## src/rtl/uart_pkg.sv

```systemverilog
// Shared types and constants for the 8N1 UART transmitter.
package uart_pkg;

    typedef enum logic [1:0] {
        IDLE  = 2'd0,
        START = 2'd1,
        DATA  = 2'd2,
        STOP  = 2'd3
    } uart_state_e;

    localparam int DEFAULT_CLKS_PER_BIT = 868;
    localparam int DATA_BITS            = 8;

endpackage

```

## src/rtl/uart_baud_counter.sv

```systemverilog
// Bit-period timer: counts 0..CLKS_PER_BIT-1 and strobes on the last cycle of each bit.
module uart_baud_counter #(
    parameter int CLKS_PER_BIT = 868
) (
    input  logic clk_i,
    input  logic rst_ni,
    input  logic clear_i,
    output logic bit_end_o
);

    localparam int CNT_W = $clog2(CLKS_PER_BIT);

    logic [CNT_W-1:0] cnt_q;
    logic [CNT_W-1:0] cnt_d;

    assign bit_end_o = (cnt_q == CNT_W'(CLKS_PER_BIT - 1));

    always_comb begin
        cnt_d = cnt_q + CNT_W'(1);
        if (clear_i || bit_end_o) begin
            cnt_d = '0;
        end
    end

    always_ff @(posedge clk_i) begin
        if (!rst_ni) begin
            cnt_q <= '0;
        end else begin
            cnt_q <= cnt_d;
        end
    end

endmodule

```

## src/rtl/uart_transmit.sv

```systemverilog
// 8N1 UART transmitter: start bit, 8 data bits LSB first, stop bit; line idles high.
//
//   state | meaning
//   IDLE  | line high, waiting for T_EN; Transmit_Done pulses here after a frame
//   START | start bit (low) for one bit period
//   DATA  | data bits 0..7, LSB first, one bit period each
//   STOP  | stop bit (high) for one bit period
module uart_transmit
    import uart_pkg::*;
#(
    parameter int CLKS_PER_BIT = DEFAULT_CLKS_PER_BIT
) (
    input  logic       Clk,
    input  logic       reset,
    input  logic       T_EN,
    input  logic [7:0] Data,
    output logic       Serial,
    output logic       Transmit_Done
);

    uart_state_e state_q;
    logic [7:0]  shift_q;
    logic [2:0]  bit_idx_q;
    logic        serial_q;
    logic        done_q;
    logic        bit_end;

    // Holding the counter clear in IDLE guarantees START begins at count 0.
    uart_baud_counter #(
        .CLKS_PER_BIT(CLKS_PER_BIT)
    ) u_baud (
        .clk_i    (Clk),
        .rst_ni   (reset),
        .clear_i  (state_q == IDLE),
        .bit_end_o(bit_end)
    );

    always_ff @(posedge Clk) begin
        if (!reset) begin
            state_q   <= IDLE;
            shift_q   <= '0;
            bit_idx_q <= '0;
            serial_q  <= 1'b1;
            done_q    <= 1'b0;
        end else begin
            done_q <= 1'b0;
            case (state_q)
                IDLE: begin
                    serial_q <= 1'b1;
                    if (T_EN) begin
                        shift_q   <= Data;
                        bit_idx_q <= '0;
                        serial_q  <= 1'b0;
                        state_q   <= START;
                    end
                end
                START: begin
                    if (bit_end) begin
                        serial_q <= shift_q[0];
                        state_q  <= DATA;
                    end
                end
                DATA: begin
                    if (bit_end) begin
                        if (bit_idx_q == 3'(DATA_BITS - 1)) begin
                            serial_q <= 1'b1;
                            state_q  <= STOP;
                        end else begin
                            // Serial presents the next bit while the register shifts it down.
                            bit_idx_q <= bit_idx_q + 3'd1;
                            shift_q   <= {1'b0, shift_q[7:1]};
                            serial_q  <= shift_q[1];
                        end
                    end
                end
                STOP: begin
                    if (bit_end) begin
                        done_q  <= 1'b1;
                        state_q <= IDLE;
                    end
                end
                default: state_q <= IDLE;
            endcase
        end
    end

    assign Serial        = serial_q;
    assign Transmit_Done = done_q;

endmodule

```

## config.mk

```make
export PLATFORM = sky130hd
export DESIGN_NAME = uart_transmit
export DESIGN_NICKNAME = d
export VERILOG_FILES = /design/src/rtl/uart_pkg.sv /design/src/rtl/uart_baud_counter.sv /design/src/rtl/uart_transmit.sv
export SDC_FILE = /design/constraint.sdc
export NUM_CORES = 1
export LEC_CHECK = 0
export CORE_MARGIN = 2
export CORE_UTILIZATION = 35
export CTS_CLUSTER_SIZE = 25
export DETAILED_ROUTE_END_ITERATION = 8
export HOLD_SLACK_MARGIN = 0.08
export SYNTH_ARGS = -nofsm -noshare
export SYNTH_HDL_FRONTEND = slang
export SYNTH_SLANG_ARGS = --single-unit
```

## constraint.sdc

```tcl
create_clock -name Clk -period 2.4 [get_ports Clk]
set_input_delay 0.24 -clock Clk [delete_from_list [all_inputs] [get_ports Clk]]
set_output_delay 0.24 -clock Clk [all_outputs]
set_load 0.01 [all_outputs]
```

Yosys cells after proc, flatten, opt, wreduce, memory -nomap -nowiden. Index checks and enable logic that the tools add are counted.

Register bits: 25. Output and inout bits: 2. Word-level logic and storage cells: 49.

Add/sub/neg operators: 2. Equal/unequal tests: 11. Multiplexer cells: 20. Bitwise gates (word level): 1. Reduce and logical (&&, ||, !) cells: 9.

Operators by type and width (number): $mux W8 (3); $pmux W8 S2 (1); $add A10 B1 Y10 const B (1); $eq A10 B10 Y1 const B (1); $mux W2 (5); $mux W3 (3); $pmux W2 S4 (1); $ne A2 B1 Y1 const B (3); $ne A2 B2 Y1 const B (3); $pmux W3 S2 (1); $mux W1 (5); $reduce_and A5 Y1 (1); $eq A2 B2 Y1 const B (2); $reduce_and A4 Y1 (1); $add A3 B1 Y3 const B (1); $eq A3 B3 Y1 const B (1); $pmux W1 S3 (1); $reduce_and A3 Y1 (1); $reduce_bool A3 Y1 (1); $eq A2 B1 Y1 const B (1); $logic_not A2 Y1 (1); $reduce_and A2 Y1 (1); $reduce_bool A2 Y1 (1); $reduce_or A2 Y1 (1); other kinds (2) (2).

Longest topological paths before layout.
Depth after elaboration: 4. Depth in mapped cells: 7.

Modules after synthesis. From an unflattened synthesis, not the netlist that was laid out.

Cell total of the unflattened synthesis: 136. Area total of the unflattened synthesis: 1273.7 sq um.

Modules (own cells, without submodules): uart_transmit (instances 1, cells each 83, area an instance 819.5 sq um, sequential area each 300.3 sq um); uart_baud_counter (instances 1, cells each 53, area an instance 454.2 sq um, sequential area each 200.2 sq um).

Worst setup path after synthesis. OpenSTA, ideal clock, no wires.

Kind: register to register. Start: reg state_q[0]. End: reg shift_q[1]. Data arrival time: 1.547 ns. Data required time: 2.281 ns. Path slack: 0.734 ns. Stages on the path, launching flop included: 8. Buffers on the path: 1. Period minus slack after synthesis: 1.666 ns. Cells stage by stage: dfxtp_1 > inv_1 > ha_1 > nor2b_1 > nand3b_2 > or2_1 > buf_6 > o221a_1.

Word-level cells in the longest chain between the ends: 3. Elaborated cells between the ends (all ways): 8. Those cells by class: 4 x eq/ne; 1 x mux; 3 x reduce/logical.

Ends and longest elaborated chain: start: declaration (RTL line uart_transmit.sv:21) `uart_state_e state_q;`; start signal: assignment (RTL line uart_transmit.sv:40) `state_q <= IDLE;`; start signal: assignment (RTL line uart_transmit.sv:54) `state_q <= START;`; start signal: assignment (RTL line uart_transmit.sv:60) `state_q <= DATA;`; $eq A2 B2 Y1 / $logic_not A2 Y1 (equally long branches) (RTL line uart_transmit.sv:47) `case (state_q)`; $ne A2 B2 Y1 (no source line), or another cell as far along; $reduce_and A4 Y1 (no source line); end signal: assignment (RTL line uart_transmit.sv:51) `shift_q <= Data;`; end signal: assignment (RTL line uart_transmit.sv:71) `shift_q <= {1'b0, shift_q[7:1]};`; end: declaration (RTL line uart_transmit.sv:22) `logic [7:0] shift_q;`.

Several ways; a longest one is shown, not always the timed one. A chain may end at the register's enable or synchronous reset.

Worst setup path in the final report.
Start: reg state_q[0]. End: reg shift_q[0].

The elaborated chain is that of the path after synthesis.

==> impl_metrics.toml <==
[die]
initial_utilization_pct = 36.6
rows = 21
io_pins = 13
die_w_um = 63.0
coreArea_um2 = 3340
die_area_um2 = 3970
die_h_um = 63.0

[power_and_ir_drop]
clkPwrFrac_pct = 16.2
p_total_mw = 1.16
peakVddDrop_mv = 0.340
p_sw_mw = 0.400
p_int_mw = 0.756
p_sw_share_pct = 34.6
p_per_area_nw_per_um2 = 827
p_leak_nw = 0.536
combPwrFrac_pct = 36.5
seqPwrFrac_pct = 47.4

[worst_setup_path]
crit_type = "register to register"
reg2reg_to = "shift_q[0]$_SDFFE_PN0P_"
crit_path_end_kind = "register"
cp-start-kind = "register"
cp.required_ns = 2.62
r2r_setup_slack_ns = 0.57
worstPathArrival_ns = 2.05
worstReg2RegStart = "state_q[0]$_SDFFE_PN0P_"
reg2reg_depth = 6
critPathMaxFanout = 10
endpoint = "shift_q[0]$_SDFFE_PN0P_"
setup.worst_path.start = "state_q[0]$_SDFFE_PN0P_"

[grt]
grt_max_degree = 14
grt_pass1_vias = 846
grt_overflow_total = 0
antenna_found_initial = 0
gr-usage-all-layers_pct = 11.4
grt_pass1_wl_mm = 3.73

[final_layout]
final_common_cell = "nor2_1"
area.growth.synth_to_final_pct = 14.6
nets = 167
drive_gt1_share_pct = 7.48
insertedDiodeCount = 0
mostFrequentLayoutCells = "nor2_1, dfxtp_1, nand2_1"

[sta]
slew_violations = 0
hold_slack_ns = 0.477
max_freq_mhz = 546
clock_skew_ns = 0.00518
worst_pin_slew_ns = 0.438
final_hold_viol_count = 0
period_share_pct = 76.3
min_period_ns = 1.83
tns_ns = 0
setup_viol = 0
rsz0062_at_grt = "false"
slew_headroom_pct = 70.8

[clock_network]
cts_hold_buf = 0
clock_latency_ns = 0.31
clk_path_buf_depth = 2
cts_tree = "built"
cts_resized = 0
clk_pin_slew_worst_paths_ns = 0.13
cts_made_buffers = 3
post_cts.repair.setup_buffers = 0
htreeDepth = 1
cts-root-buf = "clkbuf_4"
cts_sinks = 25

[synthesis]
avgSynthCellArea_um2 = 9.10
ys.flop_type = "dfxtp_1"
syn_area_um2 = 1220
async_reset_ff_share_pct = 0
synth_fp_nets = 153
ys.warnings.count = 0
synth-edff-count = 0
yosysUniqueCellTypes = 36
ys_seq_elements = 25
syn_inst = 134
synth-seq-area-share_pct = 41.0

[run]
maxCapViolCount = 0

[drt]
vias = 942
dr.first_iter.drc_count = 58
totalWireLength_mm = 2.10
via_per_inst = 4.88
wl_per_cell_um = 10.9
ant_nets = 0
drc = 0
drtPass1Iterations = 5

[min_path]
min-delay-start = "u_baud.cnt_q[0]$_SDFF_PP0_"
hold_class = "register to register"
hold-path-cell-count = 1

[placed_design]
portBuffers = 12
place_hpwl_mm = 1.61
gp_congestion = 0.763

[status]
outcome = "finished, final reports clean"
power by group through the flow:
| stage | Clock (mW) | Sequential, mW | Combinational (mW) |
|---|---|---|---|
| 2_1_floorplan | 0 | 0.546 | 0.338 |
| 3_3_place_gp | 0 | 0.554 | 0.411 |
| 3_5_place_dp | 0 | 0.558 | 0.425 |
| 4_1_cts | 0.194 | 0.548 | 0.427 |
| 5_1_grt | 0.210 | 0.558 | 0.474 |
| 6_report | 0.187 | 0.547 | 0.422 |
routing by layer:
metal	vias to the layer above	part of all wire (%)	track usage [%]
li1	497	-	-
met1	425	47	14.7
met2	16	47	17.6
met3	4	5.2	3.96
met4	0	1.2	4.17
met5	-	0	0
worst min-delay path by stage:
| stage | to | slack (ns) |
|---|---|---|
| 2_1_floorplan | shift_q[7]$_SDFFE_PN0P_ | 0.40 |
| 3_3_place_gp | u_baud.cnt_q[0]$_SDFF_PP0_ | 0.44 |
| 3_5_place_dp | u_baud.cnt_q[0]$_SDFF_PP0_ | 0.45 |
| 4_1_cts | u_baud.cnt_q[0]$_SDFF_PP0_ | 0.48 |
| 5_1_grt | shift_q[7]$_SDFFE_PN0P_ | 0.48 |
| 6_report | u_baud.cnt_q[0]$_SDFF_PP0_ | 0.48 |
per-stage QoR:
stage / setup slack (ns) / area (um^2) / cells / utilization, %
5_1_grt: 0.390 / 1400 / 193 / 41.9
3_3_place_gp: 0.614 / 1370 / 189 / 41.1
4_1_cts: 0.564 / 1400 / 193 / 41.9
2_1_floorplan: 0.734 / 1220 / 134 / -
6_report: 0.568 / 1400 / 193 / 41.9
3_5_place_dp: 0.580 / 1370 / 189 / 41.1
Yosys cell counts (all sizes together), types with 2 or more instances:
master	count	area, um^2
nand3b	3	26.3
nor2	29	109
ha	8	100
xnor2	3	26.3
buf	2	22.5
inv	3	11.3
or2	2	12.5
and2b	2	16.3
o22ai	5	31.3
o221a	7	78.8
nand2b	2	12.5
nand3	4	20.0
nand4	2	12.5
xor2	5	43.8
o21ai	2	13.8
mux2i	2	20.0
dfxtp	25	500
nand2	15	63.8
registers in the layout, indices dropped and copies added (netlist names):
register / count
u_baud.cnt_q: 10
shift_q: 8
bit_idx_q: 3
state_q: 2
Serial: 1
Transmit_Done: 1
logic make-up after synthesis:
group / after synthesis / synth area share [%]
AOI/OAI and AO/OA: 18 / 12.4
xor gates and xnor gates: 8 / 5.74
adders and majority gates: 8 / 8.21
buffers and inverters: 7 / 3.38
DFF: 25 / 41.0
muxes: 2 / 1.64
and+or+nand+nor: 66 / 27.6
area by class of cell:
class,count,area [um^2]
well taps,46,57.6
multi-input cells,102,678
fillers,342,1940
clock buffers,4,26.3
inverters,4,15.0
repair buffers,12,120
flip-flops and latches,25,500
critical path, stage by stage (launching register included):
cell and delay, ns:
dfxtp_1 0.38, inv_1 0.10, ha_1 0.23, nor2b_1 0.17, nand3b_2 0.22, or2_1 0.35
o221a_1 0.29
Note: power is estimated with default switching activity, not from simulation.
